**config.mk**
```make
export PLATFORM = sky130hd
export DESIGN_NAME = fifo_rd_drain_flat
export DESIGN_NICKNAME = d
export VERILOG_FILES = /design/src/rtl/tb_fifo_pkg.sv /design/src/rtl/fifo_rd_drain_if.sv /design/src/rtl/skid_fifo.sv /design/src/rtl/fifo_rd_drain.sv /design/src/flat_wrapper.sv
export SDC_FILE = /design/constraint.sdc
export NUM_CORES = 1
export LEC_CHECK = 0
export CORE_ASPECT_RATIO = 0.5
export CORE_MARGIN = 3
export CORE_UTILIZATION = 48
export DETAILED_ROUTE_END_ITERATION = 7
export GPL_TIMING_DRIVEN = 1
export MAX_ROUTING_LAYER = met4
export PLACE_DENSITY = 0.81
export SLEW_MARGIN = 0
export SYNTH_ARGS = -nofsm -noshare
export SYNTH_HDL_FRONTEND = slang
export SYNTH_SLANG_ARGS = --single-unit
```
**constraint.sdc**
```tcl
create_clock -name clk -period 1.8 [get_ports clk]
set_input_delay 0.36 -clock clk [delete_from_list [all_inputs] [get_ports clk]]
set_output_delay 0.36 -clock clk [all_outputs]
set_load 0.1 [all_outputs]
```
**src/rtl/tb_fifo_pkg.sv**
```systemverilog
// Shared types and constants for the aFIFO read-side drain engine.
package tb_fifo_pkg;

    localparam int DATA_W      = 8;
    localparam int STALL_LIMIT = 255;

    typedef logic [DATA_W-1:0] data_t;

    typedef enum logic [1:0] {
        ST_IDLE  = 2'd0,
        ST_RUN   = 2'd1,
        ST_DRAIN = 2'd2
    } drain_state_e;

    // Saturating step for the 8-bit stall watchdog.
    function automatic logic [7:0] stall_step(input logic [7:0] cnt);
        return (cnt == 8'(STALL_LIMIT)) ? cnt : cnt + 8'd1;
    endfunction

endpackage

```
**src/rtl/fifo_rd_drain_if.sv**
```systemverilog
// aFIFO read port plus downstream valid/ready stream, seen from the drain engine.
interface fifo_rd_drain_if #(
    parameter int DATA_WIDTH = 8
);
    logic                  empty;
    logic                  pop;
    logic [DATA_WIDTH-1:0] data_in;
    logic                  m_valid;
    logic [DATA_WIDTH-1:0] m_data;
    logic                  m_ready;

    modport master (
        input  empty, data_in, m_ready,
        output pop, m_valid, m_data
    );

    modport slave (
        output empty, data_in, m_ready,
        input  pop, m_valid, m_data
    );
endinterface

```
**src/rtl/skid_fifo.sv**
```systemverilog
// Circular skid buffer with explicit occupancy; head entry is presented directly.
module skid_fifo #(
    parameter int DATA_WIDTH = 8,
    parameter int DEPTH      = 3
) (
    input  logic                       clk,
    input  logic                       rst,
    input  logic                       wr_en,
    input  logic [DATA_WIDTH-1:0]      wr_data,
    input  logic                       rd_en,
    output logic [DATA_WIDTH-1:0]      rd_data,
    output logic [$clog2(DEPTH+1)-1:0] occ
);
    localparam int PTR_W = (DEPTH > 1) ? $clog2(DEPTH) : 1;
    localparam int OCC_W = $clog2(DEPTH + 1);

    logic [DATA_WIDTH-1:0] mem_reg [DEPTH];
    logic [PTR_W-1:0]      head_reg;
    logic [PTR_W-1:0]      tail_reg;
    logic [OCC_W-1:0]      occ_reg;
    logic [OCC_W-1:0]      occ_next;

    function automatic logic [PTR_W-1:0] ptr_inc(input logic [PTR_W-1:0] p);
        return (p == PTR_W'(DEPTH - 1)) ? '0 : p + 1'b1;
    endfunction

    // Simultaneous write and read leave the occupancy unchanged.
    always_comb begin
        occ_next = occ_reg;
        if (wr_en && !rd_en) begin
            occ_next = occ_reg + 1'b1;
        end else if (!wr_en && rd_en) begin
            occ_next = occ_reg - 1'b1;
        end
    end

    always_ff @(posedge clk or negedge rst) begin
        if (!rst) begin
            head_reg <= '0;
            tail_reg <= '0;
            occ_reg  <= '0;
            for (int i = 0; i < DEPTH; i++) begin
                mem_reg[i] <= '0;
            end
        end else begin
            if (wr_en) begin
                mem_reg[tail_reg] <= wr_data;
                tail_reg          <= ptr_inc(tail_reg);
            end
            if (rd_en) begin
                head_reg <= ptr_inc(head_reg);
            end
            occ_reg <= occ_next;
        end
    end

    assign rd_data = mem_reg[head_reg];
    assign occ     = occ_reg;

endmodule

```
**src/rtl/fifo_rd_drain.sv**
```systemverilog
// Read-side drain engine: pops the aFIFO under a credit limit, buffers captured
// words in a skid buffer and streams them downstream with a stall watchdog.
module fifo_rd_drain
    import tb_fifo_pkg::*;
#(
    parameter int DATA_WIDTH = $bits(data_t),
    parameter int SKID_DEPTH = 3,
    parameter int CNT_WIDTH  = 16
) (
    input  logic                 clk,
    input  logic                 rst,
    input  logic                 enable,
    fifo_rd_drain_if.master      link,
    output logic                 busy,
    output logic                 done,
    output logic [CNT_WIDTH-1:0] word_cnt,
    output logic                 err_stall
);
    localparam int OCC_W = $clog2(SKID_DEPTH + 1);

    drain_state_e         state_reg;
    drain_state_e         state_next;
    logic                 inflight_reg;
    logic [OCC_W-1:0]     occ;
    logic [OCC_W:0]       pending;
    logic                 accept;
    logic [7:0]           stall_reg;
    logic [7:0]           stall_next;
    logic                 err_reg;
    logic [CNT_WIDTH-1:0] cnt_reg;

    // Credit counts words already owed to the buffer: registered occupancy
    // plus the word whose data arrives this cycle.
    assign pending = {1'b0, occ} + (OCC_W + 1)'(inflight_reg);
    assign link.pop = (state_reg == ST_RUN) && !link.empty &&
                      (pending < (OCC_W + 1)'(SKID_DEPTH));

    assign link.m_valid = (occ != '0);
    assign accept       = link.m_valid && link.m_ready;

    skid_fifo #(
        .DATA_WIDTH (DATA_WIDTH),
        .DEPTH      (SKID_DEPTH)
    ) u_skid (
        .clk     (clk),
        .rst     (rst),
        .wr_en   (inflight_reg),
        .wr_data (link.data_in),
        .rd_en   (accept),
        .rd_data (link.m_data),
        .occ     (occ)
    );

    always_comb begin
        state_next = state_reg;
        done       = 1'b0;
        stall_next = 8'd0;
        case (state_reg)
            ST_IDLE: begin
                if (enable) state_next = ST_RUN;
            end
            ST_RUN: begin
                if (!enable) state_next = ST_DRAIN;
            end
            ST_DRAIN: begin
                if (enable) begin
                    state_next = ST_RUN;
                end else if (!inflight_reg && (occ == '0)) begin
                    state_next = ST_IDLE;
                    done       = 1'b1;
                end
            end
            default: state_next = ST_IDLE;
        endcase
        if (link.m_valid && !link.m_ready) begin
            stall_next = stall_step(stall_reg);
        end
    end

    always_ff @(posedge clk or negedge rst) begin
        if (!rst) begin
            state_reg    <= ST_IDLE;
            inflight_reg <= 1'b0;
            cnt_reg      <= '0;
            stall_reg    <= 8'd0;
            err_reg      <= 1'b0;
        end else begin
            state_reg    <= state_next;
            inflight_reg <= link.pop;
            if (accept) begin
                cnt_reg <= cnt_reg + 1'b1;
            end
            stall_reg <= stall_next;
            if (stall_next == 8'(STALL_LIMIT)) begin
                err_reg <= 1'b1;
            end
        end
    end

    assign busy      = (state_reg != ST_IDLE);
    assign word_cnt  = cnt_reg;
    assign err_stall = err_reg;

endmodule

```
**src/flat_wrapper.sv**
```systemverilog
// flat-port wrapper written by rule: the top's interface ports become plain ports
module fifo_rd_drain_flat import tb_fifo_pkg::*;
#(
    parameter int DATA_WIDTH = $bits(data_t),
    parameter int SKID_DEPTH = 3,
    parameter int CNT_WIDTH  = 16
)
  (clk, rst, enable, busy, done, word_cnt, err_stall, link_empty, link_data_in, link_m_ready, link_pop, link_m_valid, link_m_data);
  fifo_rd_drain_if #(.DATA_WIDTH(DATA_WIDTH)) link_i ();
  input  logic clk;
  input  logic rst;
  input  logic enable;
  output logic busy;
  output logic done;
  output logic [CNT_WIDTH-1:0] word_cnt;
  output logic err_stall;
  input wire logic [$bits(link_i.empty)-1:0] link_empty;
  input wire logic [$bits(link_i.data_in)-1:0] link_data_in;
  input wire logic [$bits(link_i.m_ready)-1:0] link_m_ready;
  output wire logic [$bits(link_i.pop)-1:0] link_pop;
  output wire logic [$bits(link_i.m_valid)-1:0] link_m_valid;
  output wire logic [$bits(link_i.m_data)-1:0] link_m_data;
  assign link_i.empty = link_empty;
  assign link_i.data_in = link_data_in;
  assign link_i.m_ready = link_m_ready;
  assign link_pop = link_i.pop;
  assign link_m_valid = link_i.m_valid;
  assign link_m_data = link_i.m_data;
  fifo_rd_drain #(.DATA_WIDTH(DATA_WIDTH), .SKID_DEPTH(SKID_DEPTH), .CNT_WIDTH(CNT_WIDTH)) u_core (.clk(clk), .rst(rst), .enable(enable), .link(link_i), .busy(busy), .done(done), .word_cnt(word_cnt), .err_stall(err_stall));
endmodule
```
After elaboration in Yosys (flattened, before gate mapping)
Cells that the tools add are included.
Word-level totals
  output and inout bits: 29
  bits in registers: 58
Cells by class
  bitwise logic cells: 2
  muxes and demuxes: 20
  order comparisons: 4
  reductions and logical operators: 18
  add/sub/neg operators: 7
  eq/ne operators: 9
Operator list (count)
  two-way mux 8 bit: 5
  bitwise mux 24 bit: 1
  adder 16 x 1 -> 16 bit (second input constant): 1
  binary-select mux 8 bit (select 2 bit): 1
  demux 8 bit (select 2 bit): 1
  == test 8 bit (second input constant): 2
  two-way mux 2 bit: 8
  adder 8 x 1 -> 8 bit (second input constant): 1
  logical AND 1 bit: 8
  adder 2 x 1 -> 2 bit (second input constant): 3
  == test 2 bit (second input constant): 3
  >= comparator 3 bit (second input constant): 2
  inverter 2 -> 3 bit: 2
  case mux 2 bit (3 select lines): 1
  nonzero test 2 bit: 3
  zero test 1 bit: 4
  zero test 2 bit: 2
  inequality test 2 bit (second input constant): 2
  adder 2 x 1 -> 3 bit: 1
  < comparator 3 x 1 -> 1 bit (second input constant): 1
  < comparator 3 x 2 -> 1 bit (second input constant): 1
  two-way mux 1 bit: 3
  inequality test 3 x 2 -> 1 bit (second input constant): 1
  AND reduction 3 bit: 1
  other kinds (2): 2

Longest topological paths before layout
Gate-level depths: netlist (run 1).
  word-level depth: 6
  mapped depth: 6

Cells and area by module
Synthesis (run 1) repeated with hierarchy kept, for this count alone.
Second synthesis, totals
  cell total of the unflattened synthesis: 226
  area, all modules: 2721.4 µm²
Modules (own cells, without submodules)
  fifo_rd_drain: times used 1, area each 1376.3 µm², cells each 127
  skid_fifo: times used 1, area each 1345.0 µm², cells each 99

Worst setup path after synthesis (run 1)
Ideal clock, no wire load.
  path type: reg2reg
  start: register u_core.u_skid.occ_reg[0], in the netlist u_core.u_skid.occ[0]
  end: register u_core.inflight_reg
  buffers on the path: 0
  path slack: -4495 ps
  data required time: 1194 ps
  stages on the path, launching flop included: 4
  data arrival time: 5689 ps
  cell sequence: dfrtp_1 -> ha_1 -> ha_1 -> a2111oi_0
Between the ends
  word-level cells in the longest chain between the ends: 3
Ends and longest elaborated chain
  start: declaration: line skid_fifo.sv:20  | logic [OCC_W-1:0] occ_reg;
  start signal: assignment: line skid_fifo.sv:53  | occ_reg <= occ_next;
  adder 2 x 1 -> 3 bit: line fifo_rd_drain.sv:34  | assign pending = {1'b0, occ} + (OCC_W + 1)'(inflight_reg);
  < comparator 3 x 2 -> 1 bit: line fifo_rd_drain.sv:36  | (pending < (OCC_W + 1)'(SKID_DEPTH));
  logical AND 1 bit: line fifo_rd_drain.sv:35  | assign link.pop = (state_reg == ST_RUN) && !link.empty &&
  via link_pop: line flat_wrapper.sv:20  | output wire logic [$bits(link_i.pop)-1:0] link_pop;
  end signal: assignment: line fifo_rd_drain.sv:89  | inflight_reg <= link.pop;
  end: declaration: line fifo_rd_drain.sv:23  | logic inflight_reg;
The timed path passes the listed nets, and every way through them passes these cells.
A chain may end at the register's enable or synchronous reset.

Worst setup path in the final report (run 1)
  start: register u_core.u_skid.occ_reg[0], in the netlist u_core.u_skid.occ[0]
  end: output port link_pop
Between the ends
  word-level cells in the longest chain between the ends: 3
Ends and longest elaborated chain (line)
  adder 2 x 1 -> 3 bit: fifo_rd_drain.sv:34
  < comparator 3 x 2 -> 1 bit: fifo_rd_drain.sv:36
  logical AND 1 bit: fifo_rd_drain.sv:35
  end: declaration: flat_wrapper.sv:20
No other way between the ends.

==> results of run 1 <==
==> final timing paths <==
kind	cells past startpoint	end	from
min in group asynchronous	2	u_core.u_skid.mem_reg[7]	rst
worst max-delay path	4	link_pop	u_core.u_skid.occ[0]
max in group asynchronous	3	u_core.word_cnt[1]	rst
worst min-delay path	1	u_core.u_skid.mem_reg[13]	u_core.u_skid.mem_reg[13]
worst max register to register	6	u_core.word_cnt[15]	u_core.u_skid.occ[1]
worst min register to register	1	u_core.u_skid.mem_reg[13]	u_core.u_skid.mem_reg[13]
==> cell type report <==
type / instances / area [µm²]
Clock buffer: 12 / 165
Sequential cell: 58 / 1460
Multi-Input combinational cell: 153 / 1380
Timing Repair Buffer: 65 / 913
Fill cell: 263 / 997
Clock inverter: 4 / 72.6
Inverter: 7 / 32.5
Tap cell: 70 / 87.6
==> power groups by stage <==
stage | Combinational [µW] | Clock, µW | Sequential, µW
final | 5030 | 1400 | 2230
after global routing | 5230 | 1490 | 2280
after CTS | 4940 | 1420 | 2190
after detailed placement | 4700 | 0 | 2150
after global placement | 4590 | 0 | 2100
after floorplan | 2620 | 0 | 2540
==> cell usage after synthesis, drive strengths merged <==
library cell	n
o21ai	12
clkbuf	3
and3	3
nand2	24
a41o	1
and4	1
a2111oi	1
or3	1
nor3	4
a21boi	1
nor4b	2
o22a	1
inv	7
dfrtp	58
buf	1
or2	2
nand2b	2
nand4	5
a31oi	4
nand4b	1
o211ai	1
a21oi	3
nor4	1
nand3b	1
o21a	1
xnor2	13
mux2	24
nor2	12
a211oi	1
mux2i	9
a21o	2
xor2	7
nor2b	1
ha	5
nand3	7
==> per-layer routing <==
layer	up-vias	wire, µm	track usage
li1	937	-	-
met1	1071	2580	0.256
met2	87	3430	0.411
met3	32	352	0.0657
met4	0	213	0.104
met5	-	0	-
==> cell families (layout without fill, tap and decap cells) <==
kind of cell               after synthesis  in the layout  share of synthesized area
AOI/OAI and AO/OA                       28             28                     0.0656
xor gates and xnor gates                20             20                     0.0666
adders and majority gates                5              5                     0.0238
buffers and inverters                   11             88                     0.0157
DFF                                     58             58                      0.552
muxes                                   33             33                      0.137
and+or+nand+nor                         67             67                      0.140
==> metrics by stage <==
| step | setup TNS [ns] | setup slack (ns) |
|---|---|---|
| finish | -0.791 | -0.287 |
| global route | -1.33 | -0.367 |
| CTS | -0.741 | -0.305 |
| detailed placement | -0.966 | -0.210 |
| global placement | -0.502 | -0.106 |
| floorplan | -1.64 | -0.556 |
==> repair_timing <==
action,CTS,global route
hold endpoints to repair,19,0
pin swaps,3,3
setup endpoints to repair,11,14
gates cloned,0,0
setup buffers,2,4
gates resized for setup,22,9
hold buffers,1,0
==> impl_metrics.ini, run 1 <==
[detailed_routing]
via_count = 2127
initialDrtViolationCount = 70
routed_via_density = 5.76
ant_nets = 0
drc_errors = 0
firstDrtPassIters = 4
wire_per_inst_um = 17.8
routed_wl_um = 6570

[logic_synthesis]
ys_ff_latch = 58
synthTopCellsByArea = dfrtp_1, mux2_2, xnor2_1
netlist_instances = 222
ys_seq_area_frac = 0.552
synth.avg_cell_area_um2 = 11.9
synthesis.area_um2 = 2630
synth_top_cell_by_area = dfrtp_1
syn_nets = 240
ys_types = 40
netlist.area_leader.share = 0.552
ys_warn_count = 0

[clock_tree]
clock_latency_ns = 0.34
clkTransAtPathRegs_ns = 0.06
cts.sinks = 58
htree_num_levels = 3
cts-root-buf = clkbuf_8
cts_buffer_depth = 2
cts_tree = done
numCtsBuffers = 9

[critical_path]
path_class = flop to output port
critPathSlowestCell = dfrtp_1
critPathRequiredTime_ns = 1.44
cp_max_fo = 2
worstSetupEndpointType = output port
crit_buf_inv = 1
arrival_ns = 1.73
rrSetupSlack_ns = 0.07
critPathLaunchType = flop
cpPeakStageDelay_ns = 0.39
cp_top_family = adder cells
path_cells = ha_2 -> ha_4 -> a2111oi_4 -> buf_12

[power]
pwr-share-clk = 0.162
switchingPower_uw = 3970
pwr-share-seq = 0.257
total_power_uw = 8660
combPwrFrac = 0.581
p_per_area_nw_per_um2 = 2100
p_leak_uw = 0.00177
vdd.ir_drop.worst_uv = 1360
sw_frac_of_total = 0.458
intPower_uw = 4690

[flow_run]
max-cap-violations = 0

[place]
gp_congestion = 0.848
placed_cells = 347
portBuffers = 41
dpl_cell_area_um2 = 3710
dp_hpwl_um = 4340

[layout]
drive_above_1_share = 0.468
largest_reg_flops = 24
nNetsFinal = 312
area_growth_pct = 56.4
final_common_cell = dfrtp_1
final_cell_mix = dfrtp_1, buf_12, mux2_2
final_cells = 369
postLayoutCoreUtil = 0.805
diodes = 0
final_cell_area_um2 = 4120

[timing]
maxSlewHeadroom = 0.635
worst_slack_ns = -0.287
period_share = 1.16
max_freq_mhz = 479
fin_skew_ns = 0.00966
setup_viol = 10
finalHoldViolCount = 0
layout_min_cycle_time_ns = 2.09
drv_slew = 0
hold_slack_ns = 0.509
rsz0062_at_grt = true
tightest_slew_ns = 0.546

[floorplan]
initial_utilization = 0.515
die_h_um = 58.4
die-area_um2 = 6460
ios = 42
die_w_um = 111
core_area_um2 = 5110
rows = 18

[global_route]
overflow = 0
antenna_found_initial = 0
grt_util_all_layers = 0.234
grt_pass1_vias = 2271
grt_pass1_wl_um = 11300
grt_max_degree = 27

[run_status]
violations = negative setup slack
status = complete, but fails checks

[worst_hold_path]
min-delay-path-class = flop to flop
Power figures use the tool's default switching activity.
==> run 2, diff against run 1 <==
- REMOVE_ABC_BUFFERS: default -> 1
==> run 2 against run 1 <==
Against the previous run: final cell count is 3.5% higher; highest routed layer unchanged; routed wire length rose by 29%; utilization rose by 0.44 points; combinational power grew 5.8%; the flow still finishes with violations (negative setup slack); largest power group unchanged; worst hold slack got worse by 0.062 ns; sequential cell count unchanged; maximum frequency decreased by 5.5%; total power is essentially flat; clock power is 23% lower; via count is 6.2% higher.
==> impl_metrics.ini, run 2 (synthesized netlist as in run 1, its figures left out) <==
[clock_tree]
cts.sinks = 58
clkTransAtPathRegs_ns = 0.07
htree_num_levels = 3
clock_latency_ns = 0.35
cts_buffer_depth = 2
cts-root-buf = clkbuf_8
cts_tree = done
numCtsBuffers = 9

[layout]
multi_input_area_um2 = 1340
largest_reg_flops = 24
area_growth_pct = 57.3
drive_above_1_share = 0.468
diodes = 0
seqCellArea_um2 = 1450
postLayoutCoreUtil = 0.809
nNetsFinal = 326
final_cells = 382
final_common_cell = dfrtp_1
final_cell_mix = dfrtp_1, buf_12, buf_4
fill_cells = 237

[timing]
finalHoldViolCount = 0
setup_viol = 11
worst_slack_ns = -0.409
maxSlewHeadroom = 0.594
period_share = 1.23
hold_slack_ns = 0.447
max_freq_mhz = 453
layout_min_cycle_time_ns = 2.21
drv_slew = 0
tns_ns = -1.92
rsz0062_at_grt = true
tightest_slew_ns = 0.607
fin_skew_ns = 0.0120

[run_status]
violations = negative setup slack
status = complete, but fails checks

[global_route]
grt_pass1_wl_um = 12200
gr-usage-met3 = 0.102
grt_max_degree = 31
met1_usage = 0.277
grt_util_all_layers = 0.260
antenna_found_initial = 0
grt_pass1_vias = 2294
busiest_layer = met2
use_met2 = 0.431
overflow = 0

[power]
p_leak_uw = 0.00185
total_power_uw = 8650
p_per_area_nw_per_um2 = 2090
vdd.ir_drop.worst_uv = 1210

[place]
portBuffers = 41
dp_hpwl_um = 4430
placed_cells = 351
gp_congestion = 0.760

[worst_hold_path]
min-delay-path-class = input port to async pin

[floorplan]
die_w_um = 111
initial_utilization = 0.515
core_area_um2 = 5110
die_h_um = 58.4
rows = 18
ios = 42
die-area_um2 = 6460

[detailed_routing]
initialDrtViolationCount = 162
drc_errors = 0
ant_nets = 0
wire_per_inst_um = 22.3
routed_wl_um = 8500
firstDrtPassIters = 4
routed_via_density = 5.91
via_count = 2259

[critical_path]
critPathLaunchType = flop
critPathLaunch = u_core.u_skid.occ[0]
arrival_ns = 1.85
worstSetupEndpointType = output port
cp_max_fo = 2
cpPeakStageDelay_ns = 0.39
path_cells = ha_2 -> ha_4 -> a2111oi_4 -> buf_4 -> buf_12
timing.rr.start = u_core.stall_reg[0]
crit_buf_inv = 2
cp_top_family = adder cells
path_class = flop to output port
critPathRequiredTime_ns = 1.44
critPathSlowestCell = dfrtp_1

[flow_run]
max-cap-violations = 0
-- run 2: cell types whose count changed in the layout (fill, tap and decap cells not counted), moves of 3 or more --
cell	change
buf_4	+10
buf_6	+3
clkbuf_16	+3
dfrtp_1	+8
dfrtp_2	-8
mux2i_1	+4
mux2i_2	-3
nand2_1	-5
nand2_4	+3
o21ai_2	+5
o21ai_4	-5
-- run 2: path summary, 6_finish.rpt --
check,endpoint,slack (ns),cells past startpoint
max,link_pop,-0.41,5
min,u_core.u_skid.mem_reg[14],0.45,2
max reg2reg,u_core.err_stall,0.05,6
min reg2reg,u_core.u_skid.mem_reg[21],0.52,1
max in group asynchronous,u_core.state_reg[0],0.80,3
min in group clk,u_core.u_skid.mem_reg[21],0.52,1
-- run 2: cell type report --
class	count	share of cell area
inverters	7	0.00635
multi-input cells	153	0.325
repair buffers	79	0.256
clock inverters	3	0.00363
clock buffers	12	0.0375
flip-flops and latches	58	0.351
well taps	70	0.0212
-- run 2: per-stage QoR --
step | setup WS [ns] | cell area, µm²
detailed placement | -0.265 | 3580
global placement | -0.117 | 3580
global route | -0.464 | 4140
floorplan | -4.50 | 2620
CTS | -0.348 | 3940
finish | -0.409 | 4140
-- run 2: repair_timing --
action,4_1_cts,5_1_grt
cloned,0,0
resized for setup,37,32
buffers inserted,5,12
setup endpoints to repair,10,19
hold buffers,1,0
endpoints found under the hold margin,12,0
pin swaps,6,8
-- run 2: per-layer routing --
layer  part of all wire  vias up
met2               0.48      137
met4              0.061        0
li1                   -      954
met5                  0        -
met3              0.078       54
met1               0.38     1114
-- run 2: report_power, final --
| part | switching, µW | total, µW | internal, µW |
|---|---|---|---|
| clock network | 516 | 1080 | 560 |
| registers | 508 | 2250 | 1750 |
| logic | 3180 | 5320 | 2140 |
==> run 3, diff against run 2 <==
- CORE_UTILIZATION: 48 -> 53
- PLACE_DENSITY: 0.81 -> 0.84
- clock period: 1.8 -> 2.2 ns (I/O delays scaled with it)
==> run 3 against run 2 <==
Against the previous run: the run still ends with negative setup slack left; sequential share of layout area increased by 6.5 points; worst hold slack got worse by 0.22 ns; clock-buffer cell count increased by 2; setup slack improved by 0.39 ns; critical path depth unchanged; register-to-register slack improved by 0.32 ns; sequential cell count unchanged.
==> impl_metrics.ini, run 3 (synthesized netlist as in run 1, its figures left out) <==
[critical_path]
cpPeakStageDelay_ns = 0.38
rrSetupSlack_ns = 0.37
critPathRequiredTime_ns = 1.76
critPathLaunchType = flop
ff2ff_path_depth = 6
path_class = flop to output port
critPathSlowestCell = dfrtp_1
path_cells = ha_2 -> ha_4 -> a2111oi_4 -> buf_4 -> buf_12
cp_top_family = adder cells
worstSetupEndpointType = output port
reg2reg_to = u_core.err_stall
timing.rr.start = u_core.stall_reg[0]
crit_buf_inv = 2
arrival_ns = 1.78
cp_max_fo = 2

[layout]
diodes = 0
nNetsFinal = 301
drive_above_1_share = 0.333
largest_reg_flops = 24
final_common_cell = dfrtp_1
area_growth_pct = 32.7
fill_cells = 302
final_cell_mix = dfrtp_1, buf_4, mux2_2

[timing]
hold_slack_ns = 0.224
tightest_slew_ns = 0.707
finalHoldViolCount = 0
drv_slew = 0
rsz0062_at_grt = true
layout_min_cycle_time_ns = 2.22
maxSlewHeadroom = 0.529
max_freq_mhz = 451
fin_skew_ns = 0.00561
worst_slack_ns = -0.0176
period_share = 1.01
setup_viol = 1

[clock_tree]
htree_num_levels = 3
post_cts_buffers = 0
clock_latency_ns = 0.33
clkTransAtPathRegs_ns = 0.06
cts-root-buf = clkbuf_8
cts_buffer_depth = 2
cts_tree = done
numCtsBuffers = 9
cts.sinks = 58
ctsHoldBuffers = 0

[run_status]
violations = negative setup slack
status = complete, but fails checks

[global_route]
grt_util_all_layers = 0.203
grt_pass1_wl_um = 9130
antenna_found_initial = 0
grt_max_degree = 59
overflow = 0
grt_pass1_vias = 1927

[place]
gp_congestion = 0.742
portBuffers = 41
dp_hpwl_um = 3780

[floorplan]
core_area_um2 = 4590
die-area_um2 = 5900
initial_utilization = 0.573
rows = 17
die_w_um = 106
die_h_um = 55.8
ios = 42

[detailed_routing]
routed_wl_um = 5280
drc_errors = 0
via_count = 1906
wire_per_inst_um = 14.9
initialDrtViolationCount = 64
routed_via_density = 5.38
firstDrtPassIters = 4
ant_nets = 0

[flow_run]
max-cap-violations = 0

[worst_hold_path]
min-delay-path-class = input port to async pin
-- run 3: what timing repair did --
| action | 4_1_cts | 5_1_grt |
|---|---|---|
| resized for setup | 6 | 7 |
| setup endpoints to repair | 2 | 10 |
| pin swaps | 1 | 0 |
-- run 3: layout make-up --
class | count | area (µm²) | area share
flip-flops and latches | 58 | 1450 | 0.416
multi-input cells | 153 | 1190 | 0.341
repair buffers | 54 | 556 | 0.159
clock buffers | 14 | 173 | 0.0495
well taps | 66 | 82.6 | 0.0237
inverters | 7 | 26.3 | 0.00753
clock inverters | 2 | 10.0 | 0.00287
-- run 3: layer usage --
metal  vias up  global-route usage  part of all wire  routed length (µm)
li1        904                   -                 -                   -
met1       947               0.231              0.43                2260
met4         0              0.0923             0.022                 116
met5         -                   -                 0                   0
met2        42               0.330              0.51                2670
met3        13              0.0672             0.044                 230
-- run 3: worst max-delay path by stage --
stage / from / end / cells after the start
finish: u_core.u_skid.occ[0] / link_pop / 5
detailed placement: u_core.u_skid.occ[0] / link_pop / 5
CTS: u_core.u_skid.occ[0] / link_pop / 5
global placement: link_m_ready / u_core.word_cnt[15] / 7
floorplan: u_core.u_skid.occ[0] / u_core.inflight_reg / 3
global route: u_core.u_skid.occ[0] / link_pop / 5
-- run 3: metrics by stage --
step	setup WS, ns	instance area (µm²)	utilization	cells	setup TNS (ns)
after global placement	0.179	3250	0.708	338	0
final	-0.0176	3490	0.760	354	-0.0176
after floorplan	-4.10	2620	-	218	-18.43
after detailed placement	0.0331	3250	0.708	338	0
after CTS	-0.0315	3470	0.756	354	-0.0315
after global routing	-0.0831	3490	0.760	354	-0.0831
Power of run 3 is not shown: default switching activity piles up to over one toggle a cycle in this logic, so the estimate is an artifact.
